$ cat src/rtl/ascon_ad_block_feeder.sv
// ascon_ad_block_feeder: sequences raw AD words into padded 64-bit rate blocks for the absorber.
module ascon_ad_block_feeder #(
  parameter int LEN_W = 33
) (
  input  logic             clk,
  input  logic             rst_n,
  input  logic             start,
  input  logic [LEN_W-1:0] ad_len,
  input  logic             ad_word_valid,
  input  logic [63:0]      ad_word,
  output logic             ad_word_ready,
  output logic             blk_valid,
  input  logic             blk_ready,
  output logic [63:0]      blk_data,
  output logic [LEN_W-1:0] blk_position,
  output logic [LEN_W-1:0] blk_len,
  output logic             blk_last,
  output logic             busy,
  output logic             done
);
  typedef enum logic [2:0] {IDLE, FETCH, EMIT, PAD, DONE} state_t;
  state_t state, state_nx;
  logic [LEN_W-1:0] len, pos, rem, pos_inc;
  logic [63:0] data, padded;
  logic [5:0] sh;
  logic last, full;
  assign rem = len - pos;
  assign pos_inc = pos + LEN_W'(8);
  assign full = |rem[LEN_W-1:3];
  assign sh = {rem[2:0], 3'b000};
  // Short final word: keep rem leading bytes, drop the 0x80 marker right after them.
  assign padded = full ? ad_word : (ad_word & ~({64{1'b1}} >> sh)) | (64'h8000_0000_0000_0000 >> sh);
  always_comb begin
    state_nx = state;
    case (state)
      IDLE:    state_nx = start ? ((ad_len == '0) ? DONE : FETCH) : IDLE;
      FETCH:   state_nx = ad_word_valid ? EMIT : FETCH;
      EMIT:    state_nx = !blk_ready ? EMIT : last ? DONE : (len == pos_inc) ? PAD : FETCH;
      PAD:     state_nx = blk_ready ? DONE : PAD;
      default: state_nx = IDLE;
    endcase
  end
  always_ff @(posedge clk or negedge rst_n) begin
    if (!rst_n) begin
      state <= IDLE;
      len   <= '0;
      pos   <= '0;
      data  <= '0;
      last  <= 1'b0;
    end else begin
      state <= state_nx;
      if (state == IDLE && start) begin
        len <= ad_len;
        pos <= '0;
      end
      if (state == FETCH && ad_word_valid) begin
        data <= padded;
        last <= ~full;
      end
      if (state == EMIT && blk_ready) pos <= pos_inc;
    end
  end
  assign ad_word_ready = state == FETCH;
  assign blk_valid     = state == EMIT || state == PAD;
  assign blk_data      = (state == PAD) ? 64'h8000_0000_0000_0000 : data;
  assign blk_last      = state == PAD || (state == EMIT && last);
  assign blk_position  = pos;
  assign blk_len       = len;
  assign busy          = state != IDLE;
  assign done          = state == DONE;
endmodule

$ cat config.mk
export PLATFORM = sky130hd
export DESIGN_NAME = ascon_ad_block_feeder
export DESIGN_NICKNAME = d
export VERILOG_FILES = /design/src/rtl/ascon_ad_block_feeder.sv
export SDC_FILE = /design/constraint.sdc
export NUM_CORES = 1
export LEC_CHECK = 0
export CORE_MARGIN = 2
export CORE_UTILIZATION = 45
export DETAILED_ROUTE_END_ITERATION = 10
export GPL_ROUTABILITY_DRIVEN = 0
export PLACE_DENSITY_LB_ADDON = 0.2
export SKIP_LAST_GASP = 1
export SLEW_MARGIN = 15
export SYNTH_ARGS = -nofsm -noshare
export SYNTH_HDL_FRONTEND = slang
export SYNTH_SLANG_ARGS = --single-unit
$ cat constraint.sdc
create_clock -name clk -period 7.4 [get_ports clk]
set_input_delay 2.22 -clock clk [delete_from_list [all_inputs] [get_ports clk]]
set_output_delay 2.22 -clock clk [all_outputs]
set_load 0.01 [all_outputs]
Word-level counts from Yosys, hierarchy flattened
Cells that the tools add are included.
- word-level logic and storage cells: 41
- input port bits: 102
- register bits after elaboration: 134
- output and inout port bits: 135
- shifts and indexed selects: 2
- add/sub/neg operators: 2
- muxes and demuxes: 12
- equal/unequal tests: 5
- bitwise gates (word level): 4
- reductions and logical operators: 11
- operator list (operator ; number):
    64-bit two-way mux ; 2
    64-bit by 6-bit right shift with 64-bit output, first input constant ; 2
    33-bit two-way mux ; 2
    64-bit bitwise AND ; 1
    64-bit NOT ; 1
    64-bit bitwise OR ; 1
    33-bit by 4-bit adder with 33-bit output, second input constant ; 1
    33-bit == test ; 1
    33-bit logical NOT ; 1
    33-bit subtractor ; 1
    30-bit OR reduction ; 1
    3-bit two-way mux ; 5
    3-bit one-hot mux with 4 select lines ; 1
    3-bit by 2-bit == test with 1-bit output, second input constant ; 2
    1-bit logical AND ; 4
    2-bit two-way mux ; 2
    3-bit by 1-bit == test with 1-bit output, second input constant ; 1
    3-bit == test, second input constant ; 1
    3-bit logical NOT ; 1
    3-bit nonzero test ; 1
    1-bit logical OR ; 2
    2-bit nonzero test ; 1
    1-bit NOT ; 1

Logic depth before layout (Yosys ltp)
Gate-level depths: netlist of the first run.
- word-level depth: 6
- mapped depth: 16
- depth with buffers taken out: 12

Worst setup path before layout of the first run
Ideal clock, no wire load.
- kind: register -> output
- start: register state[2]
- end: output blk_data[10]
- data required time: 5.180 ns
- path slack: 3.928 ns
- arrival: 1.252 ns
- stages on the path, launching flop included: 6
- path buffers: 1
- path through: dfrtp_1 nand2b_1 inv_1 nand2_1 clkbuf_1 and2_1
- cells in the longest elaborated chain, start to end: 2
- ends and longest elaborated chain (item ; line ; text):
    start, declared ; 22 ; state_t state, state_nx;
    start signal, assigned ; 51 ; state <= state_nx;
    3-bit by 2-bit == test with 1-bit output ; 65 ; assign blk_data = (state == PAD) ? 64'h8000_0000_0000_0000 : data;
    64-bit two-way mux ; 65 ;
    end, declared ; 14 ; output logic [63:0] blk_data,
No other way between the ends.

Final worst setup path of the first run
- start: register state[1]
- end: output blk_data[15]
Same word-level chain as after synthesis.

==> out/summary.md, run 1 <==
The run finished with clean final reports. The tightest min-delay check is of the reg2reg type. Sequential elements use 36.55% of the synthesized area. For the post-detailed-placement half-perimeter wirelength, the log shows 22.03 mm. For the initial antenna violation count, the log shows 0.

In this run the static leakage power is 5.125 nW. After the first detailed-routing iteration, the DRC count stood at 866. Number of gates given a new drive strength after cts: 0. The tree is rooted in a clkbuf_16. Synthesis inferred 131 register bits. The tools report the maximum vdd ir drop as 0.2011 mV. The arrival time of data at the critical path endpoint was 2530 ps.

The clock reaches the later pin of the worst-skew pair after 430 ps. Along the worst path, the maximum fanout reaches 64. Entering global routing, the biggest net connects 85 pins. The number of failing setup endpoints in the final timing report is 0. Count of non-filler cells in the finished layout: 1628. Synthesis produced 1145 cells. The count of different cell masters after synthesis is 82, and the total I/O pin count is 237. TritonCTS created 17 clock buffers. Counting tap cells, the placed design contains a total of 1597 instances.

The final layout contains 1485 nets. Based on the critical path, the design can be clocked at up to 0.2103 GHz. The tools report the number of buffers on the longest clock path as 2.

The total power after layout was 0.005187 W. Buffers added to address setup during post-CTS repair amount to 0. Registers take 3278 sq um. For the total die area, the log shows 21080 sq um.

The share of flip-flops with an asynchronous set or reset is 100.0%. The critical path is of the reg2out type. Fill cells in the final layout number 1744. The number of sinks driven by the clock tree is 131, and the post-detailed-route wirelength per cell is 18.15 um. At the worst endpoint, the required time is 5180 ps.

Global-route wire length before repair: 47.55 mm. After detailed placement, the total cell area comes to 11480 sq um. In the final layout, the multi-input gates occupy 5334 sq um. Counting I/O delays and the setup requirement, the final critical path takes 4755 ps. Once detail routing completed, the nets flagged for antenna violations numbered 0. The number of maximum-capacitance constraint violations was 0; the summed negative setup slack over all endpoints was 0 ps. The total of warnings raised by yosys came out at 0. The total overflow left after global routing is 0. The run gives 4 as the total number of H-tree levels. In the routed layout, each cell is associated on average with a via count of 5.635. In the routed design, unresolved DRC markers number 0. After synthesis the cells add up to 8969 sq um. The placeable core area is 19530 sq um, and the mean cell area of the mapped netlist is 7.833 sq um.

Dominant register cell in the synthesized netlist: dfrtp_1. The width of the die is 145.2 um, and the worst-case headroom to the max-slew limit is 38.63%. STA classifies the critical path startpoint as a flop. For the starting utilization of the core area, the log shows 45.93%. After detailed routing, the total wire length is 29.55 mm. TritonCTS built the clock tree. The total inserted antenna cells was 0; the number of enable flip-flop cells after synthesis was 0.

The tools report the hold violation total from the final report as 0. The hold buffer count at cts was 0; the number of global-route vias before repair was 8770. Clock skew on the completed layout was measured at 8.474 ps. Total number of vias: 9173. The number of input and output port buffers inserted was 233; the count of pins over their slew limit was 0. The post-layout instance area was 12120 sq um. Clock-pin slew was measured on the worst setup and hold paths at 60 ps. The tools report the category of the worst setup path capture point as a primary output. Setup repair after global routing left no endpoint under its margin. For the pin with the worst max-slew slack, the measured transition is 919.7 ps.

Power per unit of standard cell area: 427.9 nW/um^2. In the global route stage, overall resource usage came out at 27.99%. The area added between synthesis and finish is 35.17%. The initialized floorplan defines 51 standard-cell rows.

The die is 145.2 um tall. Before antenna repair, the detailed router went through 5 iterations. The fraction of the cycle the final worst path needs was 64.25%; the layout cell share with drive strength beyond 1 was 5.209%.
-- synthesized netlist by cell type, drive strengths merged (4+ instances only) --
cell type / count / share of area, %
or3: 9 / 0.63
ha: 32 / 4.5
nand2b: 5 / 0.35
nor4: 19 / 1.6
o21a: 15 / 1.3
or4: 5 / 0.46
nand4: 21 / 1.5
clkbuf: 39 / 1.6
nand2: 273 / 11
and2: 68 / 4.7
a21oi: 58 / 3.4
dfrtp: 131 / 37
o31ai: 12 / 1.0
buf: 18 / 1.1
xnor2: 35 / 3.5
o21ai: 116 / 6.5
nor3b: 5 / 0.60
a211oi: 8 / 0.67
nor2: 62 / 2.6
xor2: 23 / 2.2
and4: 4 / 0.39
a21o: 12 / 1.0
inv: 39 / 1.6
nor3: 26 / 1.6
nand3: 35 / 2.2
a31oi: 5 / 0.52
o211ai: 4 / 0.39
and3: 13 / 0.98
-- cell type report --
cell class | instances | share of cell area (%)
Sequential cell | 131 | 27.04
Clock inverter | 13 | 1.651
Clock buffer | 18 | 3.623
Multi-Input combinational cell | 921 | 44.00
Timing Repair Buffer | 241 | 19.74
Tap cell | 265 | 2.735
Inverter | 39 | 1.208
-- worst paths after layout --
check,from,to,slack (ps),cells past startpoint
worst max-delay path,state[1],blk_data[15],2650,6
worst min-delay path,data[0],data[0],460,2
worst max register to register,blk_position[7],data[57],2940,12
worst min register to register,data[0],data[0],460,2
max in group asynchronous,rst_n,data[50],4420,2
min in group asynchronous,rst_n,data[63],1840,1
-- metal layers --
layer / GRT usage (%) / share of wire, % / vias up
met5: 0 / 0 / -
met4: 10.88 / 3.1 / 0
met3: 4.340 / 7.5 / 60
met2: 46.26 / 47 / 443
met1: 37.00 / 42 / 4290
li1: - / - / 4380
-- power by group --
group	leakage (nW)	switching, W	internal [W]
logic	3.14	0.00165	0.00138
registers	1.68	0.000247	0.000978
clock network	0.309	0.000350	0.000578
-- per-stage QoR --
stage                     hold slack, ps  worst slack [ps]  util (%)
final                              458.1              2645     62.09
after global routing               481.7              2535     62.09
after CTS                          460.4              2664     62.06
after detailed placement           448.3              2779     58.79
after global placement             441.7              2837     58.79
after floorplan                    430.4              3928         -
-- critical path, stage by stage (launching register included) --
cell and delay (ps):
dfrtp_1 450, nand2b_1 190, inv_1 110, nand2_1 80, buf_4 420, and2_1 210, clkdlybuf4s50_1 600
-- cells in the final DEF, fill, tap and decap left out, drive strengths merged, types with 5 or more instances in the layout --
| master | synthesis | layout |
|---|---|---|
| nand2 | 273 | 273 |
| nand2b | 5 | 5 |
| xnor2 | 35 | 35 |
| clkbuf | 39 | 18 |
| or4 | 5 | 5 |
| conb | 2 | 5 |
| nor3b | 5 | 5 |
| o21ai | 116 | 116 |
| buf | 18 | 9 |
| xor2 | 23 | 23 |
| and2 | 68 | 68 |
| dfrtp | 131 | 131 |
| nor4 | 19 | 19 |
| inv | 39 | 42 |
| o31ai | 12 | 12 |
| nor2 | 62 | 62 |
| a21oi | 58 | 58 |
| and3 | 13 | 13 |
| a31oi | 5 | 5 |
| nor3 | 26 | 26 |
| or3 | 9 | 9 |
| ha | 32 | 32 |
| o21a | 15 | 15 |
| clkdlybuf4s50 | 0 | 232 |
| a211oi | 8 | 8 |
| clkinv | 0 | 5 |
| nand3 | 35 | 35 |
| a21o | 12 | 12 |
| nand4 | 21 | 21 |
-- cells by family after synthesis --
kind of cell | Yosys count | share of synthesized area (%)
AND/OR/NAND/NOR | 559 | 30.41
buffers and inverters | 96 | 4.367
AO/OA/AOI/OAI | 263 | 17.91
XOR/XNOR | 58 | 5.748
adder cells (fa/ha/maj) | 32 | 4.464
other | 2 | 0.08374
multiplexers | 4 | 0.4604
flip-flops | 131 | 36.55
-- flip-flops by register name, indices dropped and copies added (netlist names) --
signal and cells:
blk_len 33, blk_position 30, last 1, state 3, data 64
(Power assumes the default switching activity.)
==> inputs of run 2 (changes only) <==
Clock period 7.4 ns to 4.7 ns, I/O delays scaled along.
==> out/summary.md, run 2 (synthesis results as in run 1) <==
The die is 145.2 um wide. The first global-routing pass estimated 46.37 mm of wire. The final worst hold slack came out at 461.7 ps. The count of pins over their slew limit is 0. Placeable core area: 19530 sq um. The worst register-to-register path begins at blk_position[22]. After clock tree synthesis, the clock-pin slew on the worst setup and hold paths is 60 ps. The number of global-route vias before repair is 8637. For the total number of H-tree levels, the log shows 4. At the end of the flow, the number of nets in the layout was 1490. The tools report the terminus of the critical flop-to-flop path as data[56].

The routed layout has 9197 vias. In the global route stage, overall resource usage came out at 27.21%. After detailed routing, the average wire length per cell comes to 18.05 um. Across the run, the number of max-cap violations was 0. The floorplan has 51 rows.

Combinational cells account for 59.4% of the total power. Using the TritonRoute via totals, the vias-per-cell ratio works out to 5.629. Area added between synthesis and finish: 35.06%. Maximum net fanout on the critical path: 16. The share of total power dissipated in sequential elements is 23.9%. For the hold violation total from the final report, the log shows 0. The top cell types in the final layout, fill and taps aside, are nand2_1 (271), clkdlybuf4s50_1 (232), dfrtp_1 (131). The clock network accounts for 16.7% of the total power. In this run the register-to-register setup slack is 650 ps.

Setup repair after global routing left no endpoint under its margin. The path class of the tightest hold or removal check is reg2reg. The switching share of power is 44.21%.

Input and output buffers added on the ports amount to 233. The wire length after detailed routing was 29.50 mm. Buffers added to address setup during post-CTS repair amount to 0.

TritonCTS built the clock tree. Summed over all layers, the global routing overflow is 0. The layout cell share with drive strength beyond 1 is 5.551%, and the slew at the pin closest to its max-slew limit is 1022 ps.

In this run the worst setup path begins at blk_position[22]. For this configuration, the core starts out at a cell density of 45.93%. The post-detailed-placement half-perimeter wirelength was 22.17 mm. In this run the power spent charging and discharging nets is 0.003548 W.

The final critical-path required period is 4047 ps. The tools report the number of sinks driven by the clock tree as 131. The layout has 1741 filler cells.

The footprint of the flip-flops and latches came out at 3278 sq um. The timing-limited maximum frequency is 0.2471 GHz. The count of cells in the finished layout, fillers not included, comes to 1634.

The number of placed instances, taps included, is 1602. The logs give 5326 sq um for the area of the multi-input gates and 844 for the DRC marker count from the first detailed-route iteration. Data on the critical path is required at its endpoint by 4970 ps. The arrival time of data at the critical path endpoint came out at 4320 ps. The total inserted antenna cells was 0; the placement-stage worst setup slack was 743.9 ps. Setup violations remaining at the end of the flow were counted as 0. Buffers inserted during clock tree synthesis total 17. Leaving out fill and tap cells, the most frequent cell in the layout is nand2_1. The worst setup path is captured at a flop. The residual antenna-violating net count after detailed routing is 0. The tree is rooted in a clkbuf_16.

The cell leakage power was 5.123 nW. STA classifies the critical path startpoint as a flop. The clock passes through at most 2 buffers. Cell internal power was estimated by the tool at 0.004477 W.

The total die area is 21080 sq um, and the number of cells traversed by the worst register-to-register path is 11. The DRC violation count after routing was 0. The tools report the initial antenna violation count as 0. The flow ran to the end, and the final reports show no timing, DRC or antenna violations.

For this design, the CTS-stage hold fixing added 0 buffers. In this run the power density over the cells is 662.5 nW/um^2. Across the VDD grid, the largest voltage drop is 0.3693 mV. The register with the most flip-flops in the layout has 64 of them. The floorplan die height works out to 145.2 um. The total I/O pin count was 237.

The fraction of the cycle the final worst path needs works out to 86.10%. Termination of the worst setup path: data[56]. Between clock sinks in the finished design, the worst skew comes to 12.46 ps. The start-to-end type of the worst setup path was reg2reg. Post-CTS repair changed the size of 0 cells. More flip-flops sit in one register than any other, and that register is data. The first detailed-routing pass ran for 5 iterations. The tools report the worst-case headroom to the max-slew limit as 31.84%. The worst setup margin came out at 653.5 ps. The clock latency on the worst-skew pair is 440 ps. Entering global routing, the biggest net connects 111 pins.

After routing, the total negative slack on setup checks comes to 0 ps.
==> run 2: cell types whose count changed in the layout (fill, tap and decap cells not counted), sizes merged <==
cell / previous run / this run
inv: 42 / 48
bufinv: 4 / 1
buf: 9 / 14
clkinv: 5 / 2
clkinvlp: 1 / 3
clkbuf: 18 / 17
==> run 2: stage by stage <==
step / power, W / util, % / cell area (sq um)
floorplan: 0.004765 / - / 8980
global placement: 0.006558 / 59.03 / 11530
detailed placement: 0.006625 / 59.03 / 11530
CTS: 0.007996 / 62.03 / 12110
global route: 0.008578 / 62.03 / 12110
finish: 0.008025 / 62.03 / 12110
==> run 2: critical path: stages, from the launching register on <==
cell and delay (ps):
dfrtp_1 470, inv_1 80, ha_1 400, a21oi_1 310, o21ai_0 180, a211oi_1 380, a21oi_1 160, a2111oi_0 490
and4b_1 340, nand3_2 340, nor3_2 550, o21ai_0 210
==> run 2: final cells by class <==
class | instances | area share (%)
Multi-Input combinational cell | 921 | 43.97
Tap cell | 265 | 2.737
Timing Repair Buffer | 246 | 20.17
Clock buffer | 17 | 3.512
Sequential cell | 131 | 27.06
Inverter | 39 | 1.209
Clock inverter | 15 | 1.333
==> run 2: worst min-delay path by stage <==
stage	start	to	slack [ps]	cells past startpoint
after floorplan	data[0]	data[0]	430	2
after global placement	data[1]	data[1]	440	2
after detailed placement	data[0]	data[0]	450	2
after CTS	data[4]	data[4]	470	2
after global routing	data[0]	data[0]	480	2
final	data[2]	data[2]	460	2
==> run 2: metal layers <==
layer / track usage [%] / share of wire [%]
met2: 44.88 / 46
met1: 35.38 / 42
met3: 5.000 / 7.6
met4: 11.08 / 3.6
met5: 0 / 0
==> run 2: power groups by stage <==
stage / logic [W] / clock network, W / registers (W)
2_1_floorplan: 0.00289 / 0 / 0.00187
3_3_place_gp: 0.00463 / 0 / 0.00193
3_5_place_dp: 0.00469 / 0 / 0.00194
4_1_cts: 0.00472 / 0.00136 / 0.00192
5_1_grt: 0.00520 / 0.00141 / 0.00197
6_report: 0.00476 / 0.00134 / 0.00192
